`config.mk`:
```
export PLATFORM = sky130hd
export DESIGN_NAME = xbar_egress_buffer
export DESIGN_NICKNAME = d
export VERILOG_FILES = /design/src/rtl/xbar_egress_buffer.sv
export SDC_FILE = /design/constraint.sdc
export NUM_CORES = 2
export LEC_CHECK = 0
export BUFFER_PORTS_ARGS = -buffer_cell sky130_fd_sc_hd__buf_2
export CAP_MARGIN = 10
export CORE_MARGIN = 4
export CORE_UTILIZATION = 47
export DETAILED_ROUTE_END_ITERATION = 10
export PLACE_DENSITY = 0.66
export SLEW_MARGIN = 20
export SYNTH_ARGS = -nofsm -noshare
export SYNTH_HDL_FRONTEND = slang
export SYNTH_SLANG_ARGS = --single-unit
export TNS_END_PERCENT = 50
```
`constraint.sdc`:
```
create_clock -name clk -period 2.53 [get_ports clk]
set_input_delay 0.759 -clock clk [delete_from_list [all_inputs] [get_ports clk]]
set_output_delay 0.759 -clock clk [all_outputs]
set_load 0.05 [all_outputs]
```
`src/rtl/xbar_egress_buffer.sv`:
```
// xbar_egress_buffer
// Egress stage behind the Benes permutation network. A valid delay line
// follows each issued vector through the fixed network latency. Arriving
// vectors are captured into a small FIFO that drains with valid/ready.
// Upstream issue credit covers both buffered and in-flight vectors, so
// the FIFO cannot overflow while the credit is honoured.
module xbar_egress_buffer #(
  parameter int SIZE          = 32,
  parameter int DWIDTH        = 16,
  parameter int LATENCY       = 8,
  parameter int DEPTH         = 4,
  // When set, issue ignores in_ready. This exists only so a bench can
  // provoke the full-FIFO corner cases; leave at 0 in real use.
  parameter bit CREDIT_BYPASS = 1'b0
) (
  input  logic                         clk,
  input  logic                         n_rst,
  input  logic                         flush,
  input  logic                         in_valid,
  output logic                         in_ready,
  input  logic [SIZE*DWIDTH-1:0]       xbar_out,
  output logic                         out_valid,
  input  logic                         out_ready,
  output logic [SIZE*DWIDTH-1:0]       out_data,
  output logic [$clog2(DEPTH+1)-1:0]   count,
  output logic [$clog2(LATENCY+2)-1:0] inflight,
  output logic                         overflow_err
);

  localparam int DW = SIZE * DWIDTH;
  localparam int CW = $clog2(DEPTH + 1);
  localparam int IW = $clog2(LATENCY + 2);
  localparam int PW = (DEPTH > 1) ? $clog2(DEPTH) : 1;
  localparam int SW = ((CW > IW) ? CW : IW) + 1;

  localparam logic [CW-1:0] FULL = CW'(DEPTH);
  localparam logic [PW-1:0] LAST = PW'(DEPTH - 1);

  logic          issue;
  logic          arrive;
  logic          pop;
  logic          wr_en;
  logic [SW-1:0] occ;
  logic [PW-1:0] wptr;
  logic [PW-1:0] rptr;
  logic [DW-1:0] mem [DEPTH];

  // Pointer increment with wrap at DEPTH (DEPTH need not be a power of two).
  function automatic logic [PW-1:0] ptr_adv(input logic [PW-1:0] p);
    return (p == LAST) ? '0 : p + PW'(1);
  endfunction

  // Credit counts vectors already buffered plus those still in the network.
  // It looks at registered state only, so a pop this cycle frees credit
  // next cycle. Flush withholds credit for its own cycle.
  assign occ      = SW'(count) + SW'(inflight);
  assign in_ready = ~flush & (occ < SW'(DEPTH));
  assign issue    = in_valid & (in_ready | CREDIT_BYPASS);

  assign out_valid = (count != '0);
  assign out_data  = mem[rptr];
  assign pop       = out_valid & out_ready;

  // An arrival is stored unless flushed, or the FIFO is full with no pop.
  assign wr_en = arrive & ~flush & ((count != FULL) | pop);

  generate
    if (LATENCY == 0) begin : g_no_lat
      // Combinational network: the vector is available in its issue cycle.
      assign arrive   = issue;
      assign inflight = '0;
    end else begin : g_lat
      logic [LATENCY-1:0] vld_dly;

      // Valid delay line mirroring the network's pipeline stages.
      always_ff @(posedge clk or negedge n_rst) begin
        if (!n_rst) begin
          vld_dly <= '0;
        end else if (flush) begin
          vld_dly <= '0;
        end else begin
          vld_dly[0] <= issue;
          for (int k = 1; k < LATENCY; k++) begin
            vld_dly[k] <= vld_dly[k-1];
          end
        end
      end

      assign arrive = vld_dly[LATENCY-1];

      // Running popcount of the delay line, kept as a counter for timing.
      always_ff @(posedge clk or negedge n_rst) begin
        if (!n_rst) begin
          inflight <= '0;
        end else if (flush) begin
          inflight <= '0;
        end else begin
          inflight <= inflight + IW'(issue) - IW'(arrive);
        end
      end
    end
  endgenerate

  // FIFO pointers and occupancy; flush returns everything to empty.
  always_ff @(posedge clk or negedge n_rst) begin
    if (!n_rst) begin
      wptr  <= '0;
      rptr  <= '0;
      count <= '0;
    end else if (flush) begin
      wptr  <= '0;
      rptr  <= '0;
      count <= '0;
    end else begin
      if (wr_en) begin
        wptr <= ptr_adv(wptr);
      end
      if (pop) begin
        rptr <= ptr_adv(rptr);
      end
      count <= count + CW'(wr_en) - CW'(pop);
    end
  end

  // Vector storage; cleared on reset so the idle head reads as zero.
  always_ff @(posedge clk or negedge n_rst) begin
    if (!n_rst) begin
      for (int i = 0; i < DEPTH; i++) begin
        mem[i] <= '0;
      end
    end else if (wr_en) begin
      mem[wptr] <= xbar_out;
    end
  end

  // Sticky flag for an arrival that found the FIFO full and was dropped.
  always_ff @(posedge clk or negedge n_rst) begin
    if (!n_rst) begin
      overflow_err <= 1'b0;
    end else if (arrive & ~flush & ~pop & (count == FULL)) begin
      overflow_err <= 1'b1;
    end
  end

endmodule
```
# Word-level counts from Yosys, hierarchy flattened
# Index checks and enable logic that the tools add are counted.
dict set report totals {
  input_bits 517
  output_inout_bits 522
  register_bits 2068
  wordCells 56
}
dict set report op_classes {
  reduce_logical 4
  n_addsub 7
  n_eq_ne 4
  n_bitwise 12
  mux 15
  order_cmp 4
}
# op n
set op_table {}
lappend op_table {{$bwmux 2048} 1}
lappend op_table {{$mux 512} 3}
lappend op_table {{$bmux 512 s2} 1}
lappend op_table {{$demux 512 s2} 1}
lappend op_table {{$mux 2} 6}
lappend op_table {{$mux 8} 1}
lappend op_table {{$and 1x1->1} 7}
lappend op_table {{$ge 3x3->1 const B} 2}
lappend op_table {{$not 2->3} 2}
lappend op_table {{$add 3x4->5} 1}
lappend op_table {{$lt 5x3->1 const B} 1}
lappend op_table {{$add 2x1->2 const B} 2}
lappend op_table {{$add 4x1->4} 1}
lappend op_table {{$eq 2x2->1 const B} 2}
lappend op_table {{$mux 4} 1}
lappend op_table {{$reduce_bool 2->1} 2}
lappend op_table {{$sub 4x1->4} 1}
lappend op_table {{$add 3x1->3} 1}
lappend op_table {{$eq 3x3->1 const B} 1}
lappend op_table {{$lt 3x1->1 const B} 1}
lappend op_table {{$mux 3} 1}
lappend op_table {{$ne 3x3->1 const B} 1}
lappend op_table {{$reduce_bool 3->1} 1}
lappend op_table {{$sub 3x1->3} 1}
lappend op_table {{3 further kinds} 4}

# Logic depth before layout (Yosys ltp)
dict set report logic_depth {
  ltp_word 7
  mapped_depth 10
  depth_no_buf 10
}

# Worst setup path before layout
# OpenSTA, ideal clock, no wires.
dict set report synth_path {
  path_kind {reg-to-reg}
  start {register count[2]}
  end {register inflight[2]}
  t_arrival_ns 4.130
  synth_period_minus_slack_ns 4.261
  setup_ns 0.132
  t_required_ns 2.398
  path_stages_with_launch 11
  n_path_buf 0
  slack_ns -1.731
  path_cell_list {dfrtp_1 > ha_1 > or4_1 > a311oi_1 > nand2_1 > ha_1 > inv_1 > ha_1 > fa_1 > xnor2_1 > nor2_1}
}
dict set report synth_via {
  elab_chain_cells 7
}
# item line
set synth_lines {}
lappend synth_lines {{start, declared} 25} ;# output logic [$clog2(DEPTH+1)-1:0] count,
lappend synth_lines {{start signal, assigned} 121} ;# count <= count + CW'(wr_en) - CW'(pop);
lappend synth_lines {{$add 3x4->5} 56} ;# assign occ = SW'(count) + SW'(inflight);
lappend synth_lines {{$lt 5x3->1} 57} ;# assign in_ready = ~flush & (occ < SW'(DEPTH));
lappend synth_lines {{$and 1x1->1} 57}
lappend synth_lines {{net in_ready} 20} ;# output logic in_ready,
lappend synth_lines {{$and 1x1->1} 58} ;# assign issue = in_valid & (in_ready | CREDIT_BYPASS);
lappend synth_lines {{$add 4x1->4} 98} ;# inflight <= inflight + IW'(issue) - IW'(arrive);
lappend synth_lines {{$sub 4x1->4} 98}
lappend synth_lines {{$mux 4} 95} ;# end else if (flush) begin
lappend synth_lines {{end signal, assigned} 98}
lappend synth_lines {{end, declared} 26} ;# output logic [$clog2(LATENCY+2)-1:0] inflight,
# The timed path passes the listed nets, and every way through them passes these cells.
# A chain may end at the register's enable or synchronous reset.

# Worst setup path after layout
dict set report layout_path {
  start {register rptr[0]}
  end {output port out_data[347]}
}
dict set report layout_via {
  elab_chain_cells 4
}
# item line
set layout_lines {}
lappend layout_lines {{start, declared} 45} ;# logic [PW-1:0] rptr;
lappend layout_lines {{start signal, assigned} 119} ;# rptr <= ptr_adv(rptr);
lappend layout_lines {{$not 2->3 (not written as such)} 61} ;# assign out_data = mem[rptr];
lappend layout_lines {{$bmux 512 s2} 61}
lappend layout_lines {{$mux 512 (not written as such) (2 in series)} 61}
lappend layout_lines {{end, declared} 24} ;# output logic [SIZE*DWIDTH-1:0] out_data,
# Every way passes these cells. The select of a mux whose other input is x is not followed.

==> impl_metrics.tcl <==
set metrics [dict create \
    yosysTopAreaCellShare_pct 54.3 \
    die-width_um 458 \
    synthDominantAreaCellType "sky130_fd_sc_hd__dfrtp_1" \
    drcViolationCount 0 \
    final_net_count 6915 \
    yosys_most_used_dff "sky130_fd_sc_hd__dfrtp_1" \
    synth_commonest_cells "sky130_fd_sc_hd__dfrtp_1 (2068), sky130_fd_sc_hd__mux2_4 (1440), sky130_fd_sc_hd__mux4_2 (512)" \
    clock_tree_from_tritoncts "done" \
    synthesis.area_per_instance_um2 18.9 \
    post-layout-total-power_uw 76800 \
    source_to_sink_clock_delay_at_the_later_pin_of_the_worst_skew_pair_ns 0.86 \
    power_switching_uw 19700 \
    final_cell_count_no_fill 9328 \
    wl_per_cell_um 26.5 \
    global_route.peak_usage_layer "met2" \
    syn_inst 5045 \
    grtUsageMet3_pct 5.70 \
    worst_hold_path_type "input port to flop" \
    antenna_found_initial 138 \
    replace_congestion 0.834 \
    sw_frac_of_total_pct 25.6 \
    final-max-slew-violation-count 0 \
    crit_type "flop to output port" \
    gr-usage-met2_pct 36.8 \
    post_synth_main_area_contributors "sky130_fd_sc_hd__dfrtp_1 (54%), sky130_fd_sc_hd__mux2_4 (23%), sky130_fd_sc_hd__mux4_2 (12%)" \
    cap_viol_max_count 0 \
    timing.final.crit_share_pct 135 \
    final_util_pct 57.0 \
    drt_first_pass_iters 6 \
    drive_above_1_share_pct 62.9 \
    hold_viol_final 0 \
    worst_setup_path_end_kind "output port" \
    violations_in_the_final_reports "setup timing" \
    wire_length_of_the_first_global_routing_pass_um 377000 \
    crit_path_max_fanout 13 \
    global_route.overflow_total 0 \
    floorplan.die.height_um 458 \
    async_flop_share_pct 100 \
    maxClockFrequency_mhz 293 \
    vias_per_cell 5.53 \
    seq_power_share_pct 43.7 \
    setup_repair_after_global_routing_missed_its_margin "true" \
    synth_seq_area_share_pct 54.3 \
    pwr_density_cell_nw_per_um2 668 \
    clock-root-buffer "sky130_fd_sc_hd__clkbuf_16" \
    report.final.setup_viol 517 \
    initial_core_util_pct 47.2 \
    numCtsBuffers 216 \
    tritoncts_sink_count 2068 \
    i_o_pins 1039 \
    post-place-ws_ns -0.327 \
    buffer_ports.inserted 1038 \
    setup_ws_ns -0.881 \
    comb_power_share_pct 13.6 \
    clk_pin_slew_worst_paths_ns 0.06 \
    gr-usage-all-layers_pct 23.4 \
    deepest_level_of_the_cts_h_tree 4 \
    reg2reg_setup_slack_ns -0.16 \
    whs_path_depth 2 \
    route.vias.total 51600 \
    place.detailed.hpwl_um 177000 \
    pin_count_of_the_biggest_net_entering_global_routing 93 \
    status "complete, but fails checks" \
    pwr-share-clk_pct 42.6 \
    finalClockSkew_ns 0.0593 \
    min_period_ns 3.41 \
    number_of_cells_in_the_design_after_placement 8814 \
    synthMostInstantiatedCell "sky130_fd_sc_hd__dfrtp_1" \
    worstPathRequired_ns 1.77 \
    synth_cell_types 32 \
    drt_wl_total_um 247000 \
    arrival_time_of_data_at_the_critical_path_endpoint_ns 2.65 \
    synth_enable_flop_cells 0 \
    worst-r2r-cell-count 9 \
    p_int_uw 57100 \
    grt_util_met1_pct 31.2 \
    floorplan.rows 165 \
    irDropWorstVdd_uv 674 \
    yosysWarningCount 0 \
    postSynthNetCount 5577 \
    leakagePower_uw 0.0561 \
    die_area_um2 210000 \
    cts-root-to-sink-buffers 3 \
    slew-limit-headroom_pct 58.6 \
    timing_worst_slew_pin_value_ns 0.620 \
    area_growth_pct 20.6 \
    drt_iter0_markers 3242 \
    worstSetupStartpointType "flop" \
    synthesis.area_um2 95300 \
    ffs_latches_synth 2068 \
    grt_pass1_vias 56500 \
    placeableCoreArea_um2 202000 \
    drtAntennaViolNets 0 \
]
==> per-stage QoR <==
stage | hold slack [ns] | area [µm²] | TNS (ns)
after floorplan | 0.439 | 95400 | -1.76
after detailed placement | 0.457 | 106000 | -341.68
after global placement | 0.449 | 106000 | -319.55
after global routing | 0.0955 | 115000 | -472.64
final | 0.153 | 115000 | -404.09
after CTS | 0.0366 | 114000 | -476.76
==> power by group through the flow <==
stage	combinational, µW	clock (µW)	sequential, µW
2_1_floorplan	5540	0	34200
3_3_place_gp	10100	0	34200
3_5_place_dp	10200	0	34200
4_1_cts	10500	33600	33600
5_1_grt	11200	34900	33600
6_report	10500	32700	33600
==> cells in the final DEF, fill, tap and decap left out, types with 17 or more instances in the layout <==
master	instances
sky130_fd_sc_hd__buf_2	924
sky130_fd_sc_hd__clkbuf_1	57
sky130_fd_sc_hd__diode_2	91
sky130_fd_sc_hd__clkbuf_8	53
sky130_fd_sc_hd__dfrtp_1	2062
sky130_fd_sc_hd__mux4_2	512
sky130_fd_sc_hd__mux2_4	1440
sky130_fd_sc_hd__clkbuf_16	218
sky130_fd_sc_hd__buf_6	73
sky130_fd_sc_hd__buf_4	246
sky130_fd_sc_hd__mux2_2	350
sky130_fd_sc_hd__mux2_1	259
sky130_fd_sc_hd__bufinv_16	17
sky130_fd_sc_hd__clkinv_2	37
sky130_fd_sc_hd__buf_12	203
==> kinds of logic after synthesis <==
group,count (synthesis),synth area share (%)
muxes,2562,42.0
DFF,2068,54.3
buffers and inverters,357,3.20
and+or+nand+nor,30,0.205
adders and majority gates,15,0.213
AOI/OAI and AO/OA,9,0.0643
xor gates and xnor gates,4,0.0368
==> cell type report <==
cell class	instances	area [µm²]
Antenna cell	91	228
Tap cell	2672	3340
Timing Repair Buffer	1464	11600
Inverter	13	48.8
Clock inverter	74	1020
Fill cell	15300	86900
Clock buffer	326	6350
Multi-Input combinational cell	2620	40600
Sequential cell	2068	51800
==> flip-flops by register name, indices dropped and copies added (netlist names) <==
signal,flops
overflow_err,1
count,3
inflight,4
g_lat.vld_dly,8
mem,2048
wptr,2
rptr,2
==> worst paths after layout <==
kind	startpoint	end
setup / recovery	rptr[0]	out_data[347]
hold / removal	in_valid	g_lat.vld_dly[0]
setup reg to reg	count[2]	inflight[1]
hold reg to reg	g_lat.vld_dly[2]	g_lat.vld_dly[3]
max in group asynchronous	n_rst	rptr[0]
min in group asynchronous	n_rst	mem[1851]
==> layer usage <==
layer	part of all wire, %	vias up
li1	-	21700
met1	42	28000
met2	47	1338
met3	6.1	499
met4	4.5	42
met5	0.12	-
==> repair_timing <==
item	CTS	global route
gates resized for setup	121	103
setup endpoints to repair	519	520
hold endpoints to repair	15	0
cloned	1	2
buffers inserted	8	11
hold buffers	1	0
==> worst max-delay path, cell delays in order (launching register included) <==
cell	delay [ns]
sky130_fd_sc_hd__dfrtp_4	0.45
sky130_fd_sc_hd__buf_12	0.20
sky130_fd_sc_hd__buf_12	0.21
sky130_fd_sc_hd__buf_12	0.17
sky130_fd_sc_hd__mux4_2	0.53
sky130_fd_sc_hd__buf_2	0.23
(Power assumes the default switching activity.)
